## src/rtl/trap_unit.sv

```systemverilog
// Machine-mode trap unit: ecall entry, mret return and the trap CSRs; redirect one cycle after accept.
// No backpressure: o_busy stalls issue while a redirect is in flight, and inputs are ignored meanwhile.
module trap_unit #(
    parameter logic [31:0] RESET_MTVEC = 32'h0000_0000
) (
    input  logic        i_clk,
    input  logic        i_rst,
    input  logic        i_ecall,
    input  logic        i_mret,
    input  logic [31:0] i_pc,
    input  logic        i_csrWrite,
    input  logic [11:0] i_csrAddr,
    input  logic [31:0] i_csrWdata,
    output logic [31:0] o_csrRdata,
    output logic        o_redirect,
    output logic [31:0] o_redirectPc,
    output logic        o_busy
);

    localparam logic [11:0] ADDR_MSTATUS  = 12'h300;
    localparam logic [11:0] ADDR_MTVEC    = 12'h305;
    localparam logic [11:0] ADDR_MSCRATCH = 12'h340;
    localparam logic [11:0] ADDR_MEPC     = 12'h341;
    localparam logic [11:0] ADDR_MCAUSE   = 12'h342;

    typedef enum logic [1:0] {
        IDLE,
        ENTER,
        RETURN
    } state_t;

    state_t      state;
    state_t      state_nxt;
    logic        mie;
    logic        mpie;
    logic [31:0] mscratch;
    logic [31:0] mtvec;
    logic [31:0] mepc;
    logic [31:0] mcause;

    logic accept_ecall;
    logic accept_mret;
    logic csr_we;

    // ecall wins over mret; a CSR write never lands in the same cycle as a trap event
    assign accept_ecall = (state == IDLE) && i_ecall;
    assign accept_mret  = (state == IDLE) && i_mret && !i_ecall;
    assign csr_we       = (state == IDLE) && i_csrWrite && !i_ecall && !i_mret;

    always_ff @(posedge i_clk or posedge i_rst) begin
        if (i_rst) begin
            state <= IDLE;
        end else begin
            state <= state_nxt;
        end
    end

    always_comb begin
        state_nxt    = state;
        o_redirect   = 1'b0;
        o_redirectPc = 32'h0000_0000;
        o_busy       = 1'b0;
        case (state)
            IDLE: begin
                if (accept_ecall) begin
                    state_nxt = ENTER;
                end else if (accept_mret) begin
                    state_nxt = RETURN;
                end
            end
            ENTER: begin
                o_redirect   = 1'b1;
                o_redirectPc = {mtvec[31:2], 2'b00};
                o_busy       = 1'b1;
                state_nxt    = IDLE;
            end
            RETURN: begin
                o_redirect   = 1'b1;
                o_redirectPc = mepc;
                o_busy       = 1'b1;
                state_nxt    = IDLE;
            end
            default: begin
                state_nxt = IDLE;
            end
        endcase
    end

    always_ff @(posedge i_clk or posedge i_rst) begin
        if (i_rst) begin
            mie      <= 1'b0;
            mpie     <= 1'b0;
            mscratch <= 32'h0000_0000;
            mtvec    <= RESET_MTVEC;
            mepc     <= 32'h0000_0000;
            mcause   <= 32'h0000_0000;
        end else if (accept_ecall) begin
            mepc   <= i_pc & ~32'd3;
            mcause <= 32'd11;
            mpie   <= mie;
            mie    <= 1'b0;
        end else if (accept_mret) begin
            mie  <= mpie;
            mpie <= 1'b1;
        end else if (csr_we) begin
            case (i_csrAddr)
                ADDR_MSTATUS: begin
                    mie  <= i_csrWdata[3];
                    mpie <= i_csrWdata[7];
                end
                ADDR_MTVEC:    mtvec    <= i_csrWdata;
                ADDR_MSCRATCH: mscratch <= i_csrWdata;
                ADDR_MEPC:     mepc     <= i_csrWdata & ~32'd3;
                ADDR_MCAUSE:   mcause   <= i_csrWdata;
                default: ;
            endcase
        end
    end

    // MPP is hardwired to machine mode
    always_comb begin
        o_csrRdata = 32'h0000_0000;
        case (i_csrAddr)
            ADDR_MSTATUS:  o_csrRdata = {19'b0, 2'b11, 3'b0, mpie, 3'b0, mie, 3'b0};
            ADDR_MTVEC:    o_csrRdata = mtvec;
            ADDR_MSCRATCH: o_csrRdata = mscratch;
            ADDR_MEPC:     o_csrRdata = mepc;
            ADDR_MCAUSE:   o_csrRdata = mcause;
            default:       o_csrRdata = 32'h0000_0000;
        endcase
    end

endmodule

```

## config.mk

```make
export PLATFORM = sky130hd
export DESIGN_NAME = trap_unit
export DESIGN_NICKNAME = d
export VERILOG_FILES = /design/src/rtl/trap_unit.sv
export SDC_FILE = /design/constraint.sdc
export NUM_CORES = 1
export LEC_CHECK = 0
export CELL_PAD_IN_SITES_DETAIL_PLACEMENT = 0
export CELL_PAD_IN_SITES_GLOBAL_PLACEMENT = 1
export CORE_UTILIZATION = 39
export DETAILED_ROUTE_END_ITERATION = 7
export PLACE_DENSITY = 0.85
export SLEW_MARGIN = 20
export SYNTH_ARGS = -nofsm -noshare
export SYNTH_HDL_FRONTEND = slang
export SYNTH_SLANG_ARGS = --single-unit
export TNS_END_PERCENT = 50
```

## constraint.sdc

```tcl
create_clock -name i_clk -period 4.7 [get_ports i_clk]
set_clock_uncertainty 0.15 [all_clocks]
set_input_delay 0.705 -clock i_clk [delete_from_list [all_inputs] [get_ports i_clk]]
set_output_delay 0.705 -clock i_clk [all_outputs]
set_load 0.1 [all_outputs]
```

==> impl_metrics.py, run 1 <==
metrics = {
    "worst_setup_path": {
        "path_class": "in2out",
        "r2r_end": "mscratch[1]",
        "worstPathRequired_ns": 3.85,
        "crit_path_end_kind": "output pin",
        "r2r_start": "state[0]",
        "critPathArrivalTime_ns": 3.01,
        "reg2reg_slack_ns": 2.05,
        "path_max_fanout": 24,
        "cp-start-kind": "input pin",
        "r2r_cells": 7,
    },
    "synth": {
        "synth-edff-count": 0,
        "synth_xor_xnor_area_share": 0,
        "synthSimpleGateAreaFrac": 0.169,
        "ys_seq_elements": 130,
        "netlist-cell-type-count": 38,
        "synth_top_area_frac": 0.475,
        "syn-cell-area_mm2": 0.00685,
        "ys_warn_count": 0,
        "synth_flop_cell": "dfrtp_1",
        "yosys.area_share.adder": 0.00548,
        "syn_avg_cell_area_um2": 9.72,
        "synth_top_family_by_area": "simple AND/OR/NAND/NOR gates",
        "synthTopCellsByArea": "dfrtp_1, mux2_2, nand2_1",
        "ys_seq_area_frac": 0.475,
        "synth-async-reset-ratio": 1.00,
        "yosys-top-cells-count": "nand2_1, dfrtp_1, mux2_2",
        "synthCells": 705,
        "synth_compound_area_frac": 0.144,
        "post-synth-top-count-cell": "nand2_1",
        "synthMuxAreaShare": 0.165,
        "yosys.area.top_type": "dfrtp_1",
    },
    "grt": {
        "grt_pass1_vias": 5658,
        "grt-ovfl-total": 0,
        "antenna_found_initial": 1,
        "grt_pass1_wl_um": 31200,
        "grt_use_total": 0.229,
        "grt_start_max_net_pins": 108,
    },
    "detailed_routing": {
        "vias_per_cell": 5.36,
        "drt_first_pass_iters": 5,
        "wl_um": 20200,
        "wl_met2_um": 9570,
        "met1_length_um": 9120,
        "wl_met3_um": 1070,
        "ant_nets": 0,
        "dr.max_layer_used": "met4",
        "drt_iter0_drc": 345,
        "via_count": 5735,
        "post-route-drc-count": 0,
        "wire_per_inst_um": 18.9,
    },
    "final_layout": {
        "multi_input_area_mm2": 0.00337,
        "nets": 915,
        "seq_area_mm2": 0.00325,
        "final_cell_count_no_fill": 1069,
        "area_growth_pct": 36.7,
        "post-route-util": 0.544,
        "fillers": 1556,
        "drive_above_1_share": 0.234,
    },
    "cts": {
        "cts.htree.levels": 4,
        "clock-sinks": 130,
        "tritoncts": "done",
        "path_clk_slew_ns": 0.06,
        "clockBufferDepth": 2,
        "cts_resized": 0,
        "cts_buffers": 17,
        "clk_latency_ns": 0.42,
        "post_cts_buffers": 0,
        "cts_root_buf": "clkbuf_16",
        "cts_hold_buf": 0,
    },
    "sta": {
        "fmax_mhz": 259,
        "rsz0062_at_grt": "no",
        "hold_viol": 0,
        "setup_viol": 0,
        "drv_slew": 0,
        "finalCritPeriodShare": 0.823,
        "tightest_slew_ns": 0.863,
        "layout_min_cycle_time_ns": 3.87,
        "slew_headroom": 0.425,
    },
    "pwr": {
        "ir_drop_uv": 272,
        "power_leakage_nw": 4.11,
        "power.density_mw_per_mm2": 350,
    },
    "floorplanning": {
        "fp-row-count": 48,
        "core_mm2": 0.0172,
        "die_w_um": 135,
        "ios": 147,
        "floorplan.die_area_mm2": 0.0181,
        "start_util": 0.398,
        "fp.dieH_um": 135,
    },
    "placed_design": {
        "place_inst": 1036,
        "portBuffers": 142,
        "detailed_place_hpwl_um": 12800,
        "gp_congestion": 0.777,
    },
    "hold_path": {
        "hp-start": "mscratch[20]",
        "hp-class": "reg2reg",
        "hold_end": "mscratch[20]",
        "min_path_cells": 1,
    },
    "run_status": {
        "status": "complete, no violations",
    },
    "flow_run": {
        "drv_cap": 0,
    },
}
## routing by layer
layer	vias to the layer above	track usage
li1	2699	-
met1	2826	0.301
met2	183	0.369
met3	27	0.0526
met4	0	0.0799
met5	-	0
## worst max-delay path by stage
stage / start / cells past startpoint / to / slack, ns
2_1_floorplan: i_csrAddr[1] / 6 / o_csrRdata[27] / -0.04
6_report: i_csrAddr[0] / 7 / o_csrRdata[23] / 0.83
3_3_place_gp: i_csrAddr[0] / 7 / o_csrRdata[25] / 0.87
5_1_grt: i_csrAddr[0] / 7 / o_csrRdata[25] / 0.70
3_5_place_dp: i_csrAddr[0] / 7 / o_csrRdata[17] / 0.86
4_1_cts: i_csrAddr[0] / 7 / o_csrRdata[23] / 0.86
## cells by family after synthesis
group	after synthesis
compound gates	154
fa+ha+maj	3
buf+inv	60
flops	130
mux	101
other cells	1
simple gates	256
## layout make-up
class / instances / area share
Multi-Input combinational cell: 516 / 0.360
Sequential cell: 130 / 0.347
Timing Repair Buffer: 163 / 0.199
Clock buffer: 21 / 0.0502
Tap cell: 225 / 0.0300
Clock inverter: 10 / 0.0116
Inverter: 3 / 0.00174
Antenna cell: 1 / 0.000267
## cells in the final DEF (no fill, tap or decap), types with 5 or more instances in the layout
cell / synthesis / layout
o21ai_1: 1 / 9
clkdlybuf4s50_1: 0 / 78
dfrtp_1: 130 / 130
a21oi_1: 55 / 55
nand3_1: 8 / 7
buf_4: 12 / 50
o21ai_0: 31 / 22
a22o_1: 27 / 27
clkinv_2: 0 / 5
nand2_1: 190 / 188
mux2_1: 32 / 32
buf_12: 0 / 34
a22oi_1: 32 / 32
nor2b_1: 31 / 31
nor2_1: 8 / 8
clkbuf_16: 0 / 17
mux2_2: 66 / 66
## stage by stage
step	setup slack, ns	setup TNS, ns	hold WS (ns)	cell area [um2]	total power [mW]
finish	0.832	0	0.341	9370	3.28
global route	0.700	0	0.351	9370	3.41
CTS	0.858	0	0.345	9340	3.30
detailed placement	0.863	0	0.331	8760	2.00
global placement	0.865	0	0.321	8760	1.99
floorplan	-0.0366	-0.402	0.308	6860	1.76
## flip-flops by register name (all words and copies together), names as in the netlist
register,count
mtvec,32
mie,1
mpie,1
mepc,30
mcause,32
state,2
mscratch,32
## critical path, cell delays in order
cell	delay, ns
clkdlybuf4s50_1	0.79
nor2b_1	0.34
and4_2	0.45
buf_12	0.23
nand2_1	0.07
o21ai_1	0.19
buf_12	0.22
## report_power, final
| group | total (mW) | internal [mW] | leakage (nW) | switching [mW] |
|---|---|---|---|---|
| sequential | 1.32 | 1.23 | 1.73 | 0.0916 |
| combinational | 0.662 | 0.246 | 2.09 | 0.416 |
| clock | 1.30 | 0.814 | 0.284 | 0.485 |
| total | 3.28 | 2.29 | 4.11 | 0.992 |
Power figures use the tool's default switching activity.
==> run 2: changes to the inputs <==
==> constraint.sdc (replaced) <==
create_clock -name i_clk -period 3.8 [get_ports i_clk]
set_clock_uncertainty 0.15 [all_clocks]
set_input_delay 0.57 -clock i_clk [delete_from_list [all_inputs] [get_ports i_clk]]
set_output_delay 0.57 -clock i_clk [all_outputs]
set_load 0.1 [all_outputs]
==> run 2 against run 1 <==
Sequential power grew 24%. Die area unchanged. Routed wire length grew 0.60%. Final cell count is 0.75% higher. Register-to-register slack lost 0.87 ns. Non-clock buffer count up 10. Global-route usage increased by 0.44 points. Design area rose by 0.91%. Combinational power up 25%. Largest power group unchanged.
==> impl_metrics.py, run 2 (same netlist as run 1, synthesis figures left out) <==
metrics = {
    "run_status": {
        "status": "complete, no violations",
    },
    "cts": {
        "cts_root_buf": "clkbuf_16",
        "cts.htree.levels": 4,
        "clockBufferDepth": 2,
        "cts_buffers": 17,
        "clock-sinks": 130,
        "clk_latency_ns": 0.41,
        "path_clk_slew_ns": 0.06,
        "post_cts_buffers": 0,
        "tritoncts": "done",
        "cts_hold_buf": 0,
        "cts_resized": 0,
    },
    "worst_setup_path": {
        "crit_top_cell": "buf_12",
        "crit_path_cell_trace": "clkdlybuf4s50_1, nor2b_1, and4_2, buf_12, nand2_1, o21ai_1, buf_12",
        "crit_path_end_kind": "output pin",
        "cp-start-kind": "input pin",
        "path_class": "in2out",
        "reg2reg_slack_ns": 1.18,
        "path_max_fanout": 17,
        "path_delay_family": "buffers and inverters",
        "worstPathRequired_ns": 3.08,
        "slowest_stage": "clkdlybuf4s50_1",
        "slowest_delay_ns": 0.78,
        "path_buf_inv": 3,
        "critPathArrivalTime_ns": 2.80,
    },
    "detailed_routing": {
        "ant_nets": 0,
        "drt_iter0_drc": 512,
        "via_count": 5872,
        "wl_um": 20300,
        "post-route-drc-count": 0,
        "wire_per_inst_um": 18.8,
        "vias_per_cell": 5.45,
        "drt_first_pass_iters": 5,
    },
    "grt": {
        "grt_start_max_net_pins": 44,
        "grt_pass1_vias": 5857,
        "grt_use_total": 0.233,
        "grt_pass1_wl_um": 32300,
        "grt-ovfl-total": 0,
        "antenna_found_initial": 0,
    },
    "sta": {
        "setup_viol": 0,
        "timing.hold.ws_ns": 0.348,
        "tns_ns": 0,
        "rsz0062_at_grt": "no",
        "drv_slew": 0,
        "hold_viol": 0,
        "finalCritPeriodShare": 0.927,
        "tightest_slew_ns": 0.867,
        "layout_min_cycle_time_ns": 3.52,
        "setup_ws_ns": 0.279,
        "slew_headroom": 0.422,
        "fmax_mhz": 284,
    },
    "final_layout": {
        "seq_area_mm2": 0.00325,
        "drive_above_1_share": 0.239,
        "final_cell_count_no_fill": 1077,
        "layout_commonest_cell": "nand2_1",
        "mostFrequentLayoutCells": "nand2_1, dfrtp_1, clkdlybuf4s50_1, mux2_2, buf_4",
        "multi_input_area_mm2": 0.00337,
        "nets": 925,
        "fillers": 1509,
        "antennaDiodeCount": 0,
        "top_regs": "mcause x32, mscratch x32, mtvec x32",
        "area_growth_pct": 38.0,
    },
    "placed_design": {
        "preCtsSetupSlack_ns": 0.284,
        "detailed_place_hpwl_um": 13400,
        "gp_congestion": 0.821,
        "place_inst": 1047,
        "portBuffers": 142,
    },
    "flow_run": {
        "drv_cap": 0,
    },
    "pwr": {
        "p_total_mw": 4.02,
        "power.density_mw_per_mm2": 425,
        "ir_drop_uv": 313,
        "power_leakage_nw": 4.15,
    },
    "floorplanning": {
        "fp-row-count": 48,
        "floorplan.die_area_mm2": 0.0181,
        "ios": 147,
        "die_w_um": 135,
        "fp.dieH_um": 135,
        "core_mm2": 0.0172,
        "start_util": 0.398,
    },
    "hold_path": {
        "hp-class": "reg2reg",
    },
}
-- run 2: final cells by class --
| class | count | area share |
|---|---|---|
| well taps | 225 | 0.0298 |
| multi-input cells | 516 | 0.356 |
| clock buffers | 25 | 0.0545 |
| inverters | 3 | 0.00159 |
| repair buffers | 173 | 0.208 |
| clock inverters | 5 | 0.00529 |
| flip-flops and latches | 130 | 0.344 |
-- run 2: final timing paths --
path,to,startpoint,cells after the start
worst min register to register,mcause[0],mcause[0],2
worst min-delay path,mcause[0],mcause[0],2
min in group asynchronous,mepc[30],i_rst,2
max in group asynchronous,mepc[23],i_rst,3
worst max register to register,mscratch[19],state[0],7
worst max-delay path,o_csrRdata[24],i_csrAddr[0],7
-- run 2: through the flow --
step / utilization / instance area, um2
after floorplan: - / 6870
after global placement: 0.516 / 8890
after detailed placement: 0.516 / 8890
after CTS: 0.548 / 9450
after global routing: 0.548 / 9450
final: 0.548 / 9450
-- run 2: tightest hold or removal path: stages, from the launching register on --
cell and delay (ns):
dfrtp_1 0.34, nand2_1 0.05, nand3_1 0.07
-- run 2: where the power goes --
group          internal [mW]  switching (mW)
clock                  0.991           0.559
combinational          0.310           0.517
sequential              1.52           0.115
total                   2.82            1.19
-- run 2: layer usage --
layer | routed length (um) | track usage | vias up
met4 | 217 | 0.0599 | 0
met5 | 0 | 0 | -
li1 | - | - | 2725
met1 | 9220 | 0.317 | 2928
met2 | 9630 | 0.379 | 200
met3 | 1220 | 0.0488 | 19
==> run 3: changes to the inputs <==
--- a/config.mk
+++ b/config.mk
@@ -5,6 +5,7 @@
 export SDC_FILE = /design/constraint.sdc
 export NUM_CORES = 1
 export LEC_CHECK = 0
+export CAP_MARGIN = 20
 export CELL_PAD_IN_SITES_DETAIL_PLACEMENT = 0
 export CELL_PAD_IN_SITES_GLOBAL_PLACEMENT = 1
 export CORE_UTILIZATION = 39
==> constraint.sdc (replaced) <==
create_clock -name i_clk -period 3.8 [get_ports i_clk]
set_clock_uncertainty 0.15 [all_clocks]
set_input_delay 0.95 -clock i_clk [delete_from_list [all_inputs] [get_ports i_clk]]
set_output_delay 0.95 -clock i_clk [all_outputs]
set_load 0.1 [all_outputs]
==> run 3 against run 2 <==
Global-route usage is 2.5 points higher. Via count rose by 3.9%. First-iteration DRC count down 15%. Clock power grew 5%. Clock-buffer cell count fell by 1. Non-clock buffer count rose by 48. Design area up 11%. Sequential share of layout area fell by 3.5 points. Critical path type unchanged. Critical endpoint is now o_csrRdata[30]. Largest power group unchanged. Highest routed layer unchanged.
==> impl_metrics.py, run 3 (same netlist as run 1, synthesis figures left out) <==
metrics = {
    "cts": {
        "clockBufferDepth": 2,
        "tritoncts": "done",
        "cts_hold_buf": 0,
        "clock-sinks": 130,
        "cts_root_buf": "clkbuf_16",
        "path_clk_slew_ns": 0.05,
        "cts.htree.levels": 4,
        "clk_latency_ns": 0.42,
        "cts_buffers": 17,
    },
    "grt": {
        "grt_pass1_wl_um": 35200,
        "grt_use_total": 0.258,
        "antenna_found_initial": 0,
        "grt_pass1_vias": 6423,
        "grt-ovfl-total": 0,
        "grt_start_max_net_pins": 70,
    },
    "detailed_routing": {
        "drt_iter0_drc": 434,
        "via_count": 6102,
        "wl_um": 22300,
        "post-route-drc-count": 0,
        "ant_nets": 0,
        "wire_per_inst_um": 19.8,
        "vias_per_cell": 5.42,
        "drt_first_pass_iters": 7,
    },
    "pwr": {
        "power_switching_mw": 1.24,
        "intPower_mw": 2.98,
        "power_frac_seq": 0.389,
        "switching_share": 0.294,
        "clkPwrFrac": 0.384,
        "combPwrFrac": 0.226,
        "power.density_mw_per_mm2": 401,
        "power_leakage_nw": 4.59,
        "ir_drop_uv": 352,
    },
    "final_layout": {
        "nets": 973,
        "fillers": 1404,
        "top_regs": "mcause x32, mscratch x32, mtvec x32",
        "drive_above_1_share": 0.302,
        "layout_commonest_cell": "nand2_1",
        "area_growth_pct": 53.6,
        "antennaDiodeCount": 0,
        "post-route-util": 0.611,
        "mostFrequentLayoutCells": "nand2_1, dfrtp_1, clkdlybuf4s50_1, buf_12, mux2_2",
    },
    "floorplanning": {
        "fp.dieH_um": 135,
        "floorplan.die_area_mm2": 0.0181,
        "core_mm2": 0.0172,
        "fp-row-count": 48,
        "ios": 147,
        "start_util": 0.398,
        "die_w_um": 135,
    },
    "sta": {
        "setup_viol": 0,
        "slew_headroom": 0.568,
        "fmax_mhz": 267,
        "hold_viol": 0,
        "timing.hold.ws_ns": 0.337,
        "drv_slew": 0,
        "finalCritPeriodShare": 0.986,
        "tightest_slew_ns": 0.648,
        "setup_ws_ns": 0.0524,
        "tns_ns": 0,
        "layout_min_cycle_time_ns": 3.75,
    },
    "placed_design": {
        "preCtsSetupSlack_ns": -0.0897,
        "detailed_place_hpwl_um": 14100,
        "gp_congestion": 0.826,
        "portBuffers": 142,
    },
    "worst_setup_path": {
        "path_max_fanout": 12,
        "worstPathRequired_ns": 2.70,
        "path_class": "in2out",
        "crit_path_end_kind": "output pin",
        "cp-start-kind": "input pin",
        "critPathArrivalTime_ns": 2.65,
    },
    "hold_path": {
        "hp-class": "reg2reg",
    },
    "run_status": {
        "status": "complete, no violations",
    },
    "flow_run": {
        "drv_cap": 0,
    },
}
run 3: worst paths after layout:
kind                       cells after the start           from  slack, ns              to
setup / recovery                               8  i_csrAddr[10]       0.05  o_csrRdata[30]
hold / removal                                 1   mscratch[20]       0.34    mscratch[20]
setup reg to reg                               7       state[0]       1.29    mscratch[11]
hold reg to reg                                1   mscratch[20]       0.34    mscratch[20]
max in group asynchronous                      4          i_rst       1.75      mcause[24]
min in group asynchronous                      2          i_rst       0.79        mepc[30]
run 3: critical path, stage by stage:
cell and delay (ns):
clkdlybuf4s50_1 0.39, and4bb_4 0.40, and4_4 0.28, buf_12 0.16, nand2_1 0.06, o21ai_1 0.08, buf_4 0.14, buf_12 0.16
run 3: per-layer routing:
layer  routed length [um]  vias up  part of all wire  track usage
met4                  408        0             0.018       0.0905
met5                    0        -                 0            0
li1                     -     2830                 -            -
met2                10700      217              0.48        0.422
met3                 1400       36             0.063       0.0578
met1                 9740     3019              0.44        0.338
run 3: layout make-up:
class	instances	area, um2	area share
clock buffers	24	472	0.0448
multi-input cells	516	3540	0.336
flip-flops and latches	130	3250	0.309
clock inverters	6	105	0.00998
inverters	3	15.0	0.00143
repair buffers	221	2860	0.272
well taps	225	282	0.0267
run 3: power groups by stage:
stage	combinational, mW	sequential (mW)	clock, mW
finish	0.953	1.64	1.62
global route	1.01	1.66	1.70
CTS	0.956	1.64	1.64
detailed placement	0.928	1.66	0
global placement	0.917	1.66	0
floorplan	0.566	1.62	0
run 3: metrics by stage:
stage | cells | instance area (um2) | total power [mW]
2_1_floorplan | 706 | 6990 | 2.18
3_3_place_gp | 1078 | 9660 | 2.57
3_5_place_dp | 1078 | 9660 | 2.59
4_1_cts | 1124 | 10500 | 4.24
5_1_grt | 1125 | 10500 | 4.38
6_report | 1125 | 10500 | 4.22
run 3: timing repair:
action | in CTS | in global routing
gates resized for setup | 22 | 12
pin swaps | 10 | 7
gates cloned | 4 | 1
endpoints found under the setup margin | 31 | 26
setup buffers | 14 | 3
